## src/rtl/ddr5_phy_write_pkg.sv

```systemverilog
// Shared types and constants for the DDR5 PHY write-path control FSM.
package ddr5_phy_write_pkg;

    typedef enum logic [2:0] {
        IDLE       = 3'd0,
        PREAMBLE   = 3'd1,
        WRDATA     = 3'd2,
        CRC        = 3'd3,
        INTERAMBLE = 3'd4,
        POSTAMBLE  = 3'd5
    } write_state_e;

    localparam logic [1:0] BL8             = 2'b01;
    localparam int         TIMEOUT_CYC_DEF = 15;

endpackage

```

## src/rtl/ddr5_phy_write_watchdog.sv

```systemverilog
// Stall watchdog: per-state cycle counter that saturates at the limit,
// plus a sticky error flag raised when the limit is reached.
module ddr5_phy_write_watchdog #(
    parameter int TIMEOUT_CYC = 15
) (
    input  logic clk_i,
    input  logic rst_i,
    input  logic state_change_i,
    input  logic in_idle_i,
    output logic expire_o,
    output logic err_o
);

    localparam logic [3:0] LIMIT = 4'(TIMEOUT_CYC);

    logic [3:0] cnt_q, cnt_d;
    logic       err_q, err_d;

    always_comb begin
        cnt_d = cnt_q;
        if (state_change_i || in_idle_i) begin
            cnt_d = '0;
        end else if (cnt_q != LIMIT) begin
            cnt_d = cnt_q + 4'd1;
        end
        err_d = err_q | (cnt_d == LIMIT);
    end

    always_ff @(posedge clk_i or posedge rst_i) begin
        if (rst_i) begin
            cnt_q <= '0;
            err_q <= 1'b0;
        end else begin
            cnt_q <= cnt_d;
            err_q <= err_d;
        end
    end

    assign expire_o = (cnt_q == LIMIT);
    assign err_o    = err_q;

endmodule

```

## src/rtl/ddr5_phy_write_fsm.sv

```systemverilog
// DDR5 PHY write-path sequencer: preamble, data, optional CRC, then
// interamble/postamble; counts completed bursts and aborts stalled states.
//   state      | meaning
//   IDLE       | no write in progress
//   PREAMBLE   | DQS preamble (also reused for POSTAMBLE qualifier)
//   WRDATA     | data beats on DQ
//   CRC        | CRC beats after data
//   INTERAMBLE | short gap between back-to-back bursts
//   POSTAMBLE  | DQS postamble before going idle
module ddr5_phy_write_fsm
    import ddr5_phy_write_pkg::*;
#(
    parameter int TIMEOUT_CYC = TIMEOUT_CYC_DEF
) (
    input  logic       clk_i,
    input  logic       rst_i,
    input  logic       wr_en_i,
    input  logic [1:0] burstlength_i,
    input  logic       crc_generate_i,
    input  logic       interamble_i,
    input  logic       preamble_done_i,
    input  logic       wrdata_done_i,
    input  logic       wrmask_done_i,
    input  logic       data_burst_done_i,
    input  logic       wrdata_crc_done_i,
    input  logic       interamble_done_i,
    input  logic       postamble_done_i,
    output logic [2:0] state_o,
    output logic       preamble_state_o,
    output logic       data_state_o,
    output logic       crc_state_o,
    output logic       interamble_valid_o,
    output logic [7:0] burst_cnt_o,
    output logic       timeout_err_o
);

    write_state_e state_q, state_d, exit_state;
    logic [7:0]   burst_cnt_q, burst_cnt_d;
    logic         data_end, transition, abort, expire;

    assign data_end = (state_q == WRDATA) &&
                      (wrdata_done_i ||
                       ((burstlength_i == BL8) && data_burst_done_i) ||
                       (!crc_generate_i && wrmask_done_i));

    assign exit_state = wr_en_i      ? WRDATA :
                        interamble_i ? INTERAMBLE : POSTAMBLE;

    // A seamless WRDATA->WRDATA re-entry counts as a transition so the
    // watchdog restarts for each burst.
    always_comb begin
        state_d    = state_q;
        transition = 1'b0;
        abort      = 1'b0;
        unique case (state_q)
            IDLE:       if (wr_en_i)           begin state_d = PREAMBLE; transition = 1'b1; end
            PREAMBLE:   if (preamble_done_i)   begin state_d = WRDATA;   transition = 1'b1; end
            WRDATA:     if (data_end) begin
                            state_d    = crc_generate_i ? CRC : exit_state;
                            transition = 1'b1;
                        end
            CRC:        if (wrdata_crc_done_i) begin state_d = exit_state; transition = 1'b1; end
            INTERAMBLE: if (interamble_done_i) begin state_d = WRDATA;   transition = 1'b1; end
            POSTAMBLE:  if (postamble_done_i) begin
                            state_d    = wr_en_i ? PREAMBLE : IDLE;
                            transition = 1'b1;
                        end
            default:    begin state_d = IDLE; transition = 1'b1; end
        endcase
        if (!transition && expire) begin
            state_d = IDLE;
            abort   = 1'b1;
        end
        burst_cnt_d = burst_cnt_q + {7'd0, data_end};
    end

    always_ff @(posedge clk_i or posedge rst_i) begin
        if (rst_i) begin
            state_q     <= IDLE;
            burst_cnt_q <= '0;
        end else begin
            state_q     <= state_d;
            burst_cnt_q <= burst_cnt_d;
        end
    end

    ddr5_phy_write_watchdog #(
        .TIMEOUT_CYC (TIMEOUT_CYC)
    ) u_watchdog (
        .clk_i          (clk_i),
        .rst_i          (rst_i),
        .state_change_i (transition || abort),
        .in_idle_i      (state_q == IDLE),
        .expire_o       (expire),
        .err_o          (timeout_err_o)
    );

    always_comb begin
        state_o            = state_q;
        preamble_state_o   = (state_q == PREAMBLE) || (state_q == POSTAMBLE);
        data_state_o       = (state_q == WRDATA) || (state_q == CRC);
        crc_state_o        = (state_q == CRC);
        interamble_valid_o = (state_q == INTERAMBLE);
    end

    assign burst_cnt_o = burst_cnt_q;

endmodule

```

## config.mk

```make
export PLATFORM = sky130hd
export DESIGN_NAME = ddr5_phy_write_fsm
export DESIGN_NICKNAME = d
export VERILOG_FILES = /design/src/rtl/ddr5_phy_write_pkg.sv /design/src/rtl/ddr5_phy_write_watchdog.sv /design/src/rtl/ddr5_phy_write_fsm.sv
export SDC_FILE = /design/constraint.sdc
export NUM_CORES = 1
export LEC_CHECK = 0
export ABC_AREA = 1
export ABC_CLOCK_PERIOD_IN_PS = 3560
export CAP_MARGIN = 10
export CELL_PAD_IN_SITES_DETAIL_PLACEMENT = 0
export CELL_PAD_IN_SITES_GLOBAL_PLACEMENT = 2
export CORE_ASPECT_RATIO = 2
export CORE_MARGIN = 4
export CORE_UTILIZATION = 26
export DETAILED_ROUTE_END_ITERATION = 7
export HOLD_SLACK_MARGIN = 0.03
export MAX_ROUTING_LAYER = met4
export PLACE_DENSITY = 0.84
export SLEW_MARGIN = 20
export SYNTH_ARGS = -nofsm -noshare
export SYNTH_HDL_FRONTEND = slang
export SYNTH_SLANG_ARGS = --single-unit
```

## constraint.sdc

```tcl
create_clock -name clk_i -period 3.56 [get_ports clk_i]
set_input_delay 0.712 -clock clk_i [delete_from_list [all_inputs] [get_ports clk_i]]
set_output_delay 0.712 -clock clk_i [all_outputs]
set_load 0.005 [all_outputs]
```

==> results by group <==
Run status
  • Status: completed

Yosys
  • Synthesized instance count: approximately 110
  • Yosys warnings: 0
  • Sequential share of the synthesized area: around 45%
  • Mapped Nets: between 100 and 150
  • Synth Area per Inst: slightly above 8 sq um
  • Post-Syn Area: between 800 and 900 sq um
  • Synth unique cells: 23
  • #FFs+latches synth: 16

Worst setup path
  • Register-to-register setup slack: approximately 1.7 ns
  • Setup CP Type: reg2out
  • Critical path's largest stage delay: slightly above 0.5 ns
  • Critical-path top delay cell: clkdlybuf4s50_1
  • Crit path launch: state_o[0]
  • Startpoint Class: flop
  • R2R Path End: burst_cnt_o[6]
  • Worst EP arrival: around 1.6 ns
  • CP max FO: 7
  • CP Capture Type: output port
  • Largest delay share family, worst path: buffers and inverters
  • FF-to-FF Start: state_o[2]
  • Worst path cell trace: nor2_1 > nand2_1 > inv_2 > clkdlybuf4s50_1
  • Worst Path Buf+Inv: 2
  • Worst EP required: around 2.9 ns
  • R2R cell count: 9

Global route
  • Total track usage: approximately a tenth
  • Largest net degree at the start of global routing: 17
  • GR Overflow Total: 0
  • First-pass GRT wire length: ~3.4 mm
  • Number of global-route vias before repair: ~800
  • Initial antenna violation count: 0

Floorplanning
  • Initial core utilization: 27.43%
  • Die W: 49.28 um
  • CORE AREA: between 3000 and 4000 sq um
  • Io pins: 30
  • Die Span Y: 90.55 um
  • Row count: 29
  • Die area: about 4500 sq um

Placement
  • GP Congestion: between 0.8 and 0.9
  • Final HPWL DP: 1.624 mm
  • PortBufs: 29
  • Post-Place Cells: approximately 170
  • Placed Area: ~1200 sq um
  • Place WS: 1.093 ns

Worst hold path
  • HP Start: burst_cnt_o[7]
  • Worst Hold Endpoint: burst_cnt_o[7]
  • Hold/Removal Path Class: reg2reg
  • Hold Path Cell Cnt: 1

Cells and area
  • Final Non-Filler Cells: between 150 and 200
  • Synth-to-Final Area Change: 42.80%
  • Ratio of cells with drive above 1 in the final layout: 13.67%
  • Antenna cell count: 0
  • Utilization after layout: between 30 and 40%
  • FF+latch area: between 400 and 500 sq um
  • Most common cell after layout, fill and taps aside: clkdlybuf4s50_1
  • Final Cell Area: approximately 1300 sq um
  • Most frequent cells in the layout: clkdlybuf4s50_1, nand2_1, dfrtp_1, inv_1, nor2_1
  • Final net count: about 160
  • # fillers: 352
  • Multi-input logic area: ~420 sq um

Clock tree
  • Cts hold-fix bufs: 0
  • Maximum root-to-sink buffer count: 2
  • Setup Fix Bufs, Post-CTS: 0
  • Clk slew on worst S/H paths: roughly 0.060 ns
  • H-tree depth: 1
  • CTS resizes: 0
  • Clk Latency, worst-skew pair: approximately 0.24 ns
  • CTS Buf Count: 3
  • Clock Tree Root: clkbuf_8
  • CTS tree: built
  • Clock sink count: 16

Timing
  • Final Cycle Share: 64.32%
  • Final hold violations: 0
  • Clk_skew: around 0.00094 ns
  • Final worst setup slack: between 1 and 1.5 ns
  • Min Clock Period, post-route: roughly 2.3 ns
  • Unrepaired setup endpoints after global routing: false
  • # setup viols final: 0
  • Max Fclk: around 440 MHz
  • Max-slew headroom: 59.52%
  • Count of pins over their slew limit: 0
  • Setup TNS: 0 ns
  • Worst slew pin tran: around 0.61 ns

Route
  • Vias/cell: around 4.6
  • DRC: 0
  • Routed len/inst: ~12 um
  • TritonRoute pass-1 iters: 4
  • Total wire length: slightly below 2 mm
  • Drt initial violations: 8
  • Post-route ant nets: 0
  • Via Count: just under 800

Run
  • Max-Cap Viols: 0

Power and ir drop
  • Total power per unit cell area: roughly 700 nW/um^2
  • Max VDD drop: 272.2 uV
  • Pleak: around 0.61 nW
## sequential cells by signal, indices dropped and copies added, names as in the netlist
name and flops:
burst_cnt_o 8, state_o 3, u_watchdog.cnt_q 4, u_watchdog.err_o 1
## final cells by class
class                           instances  area share [%]
Multi-Input combinational cell         74           33.23
Clock buffer                            4           4.352
Timing Repair Buffer                   29           22.95
Tap cell                               31           3.066
Inverter                               16           4.748
Sequential cell                        16           31.65
## synthesized netlist by cell type, drive strengths merged
master	instances	area share, %
ha	3	4.2
inv	16	6.8
dfrtp	16	45
buf	1	0.56
nor2	14	7.3
nand2	23	11
nand4	1	0.71
nor3	3	2.8
nand3b	1	0.85
xor2	6	5.9
o21ai	8	4.9
a21oi	3	1.7
xnor2	2	2.0
or2	1	0.71
nand3	9	5.6
## where the power goes
group	leakage (nW)	switching [W]	internal, W	total (W)
clock network	0.0288	0.0000587	0.0000980	0.000157
registers	0.199	0.0000674	0.000241	0.000308
logic	0.386	0.000204	0.000216	0.000420
total	0.614	0.000330	0.000555	0.000885
## metal layers
layer	wire length, um	track usage (%)	vias up
li1	-	-	401
met1	763	10.47	342
met2	1024	17.04	29
met3	124	2.314	4
met4	58	6.413	0
met5	0	-	-
## per-stage QoR
stage          total power (W)  hold slack, ns
6_report             0.0008845          0.4672
5_1_grt              0.0009682          0.5030
4_1_cts              0.0008988          0.4743
3_5_place_dp         0.0007368          0.4580
3_3_place_gp         0.0007378          0.4441
2_1_floorplan        0.0005342          0.4452
## worst max path at each step
stage	cells past startpoint	endpoint	slack, ns
final	4	interamble_valid_o	1.27
after global routing	4	interamble_valid_o	1.17
after CTS	4	interamble_valid_o	1.27
after detailed placement	12	burst_cnt_o[6]	1.09
after global placement	12	burst_cnt_o[6]	1.11
after floorplan	9	burst_cnt_o[7]	1.67
## logic make-up after synthesis
kind of cell	Yosys count	share of synthesized area, %
XOR/XNOR	8	7.910
adder cells (fa/ha/maj)	3	4.238
AO/OA/AOI/OAI	11	6.638
AND/OR/NAND/NOR	52	28.67
buffers and inverters	17	7.343
flip-flops	16	45.20
Power figures use the tool's default switching activity.
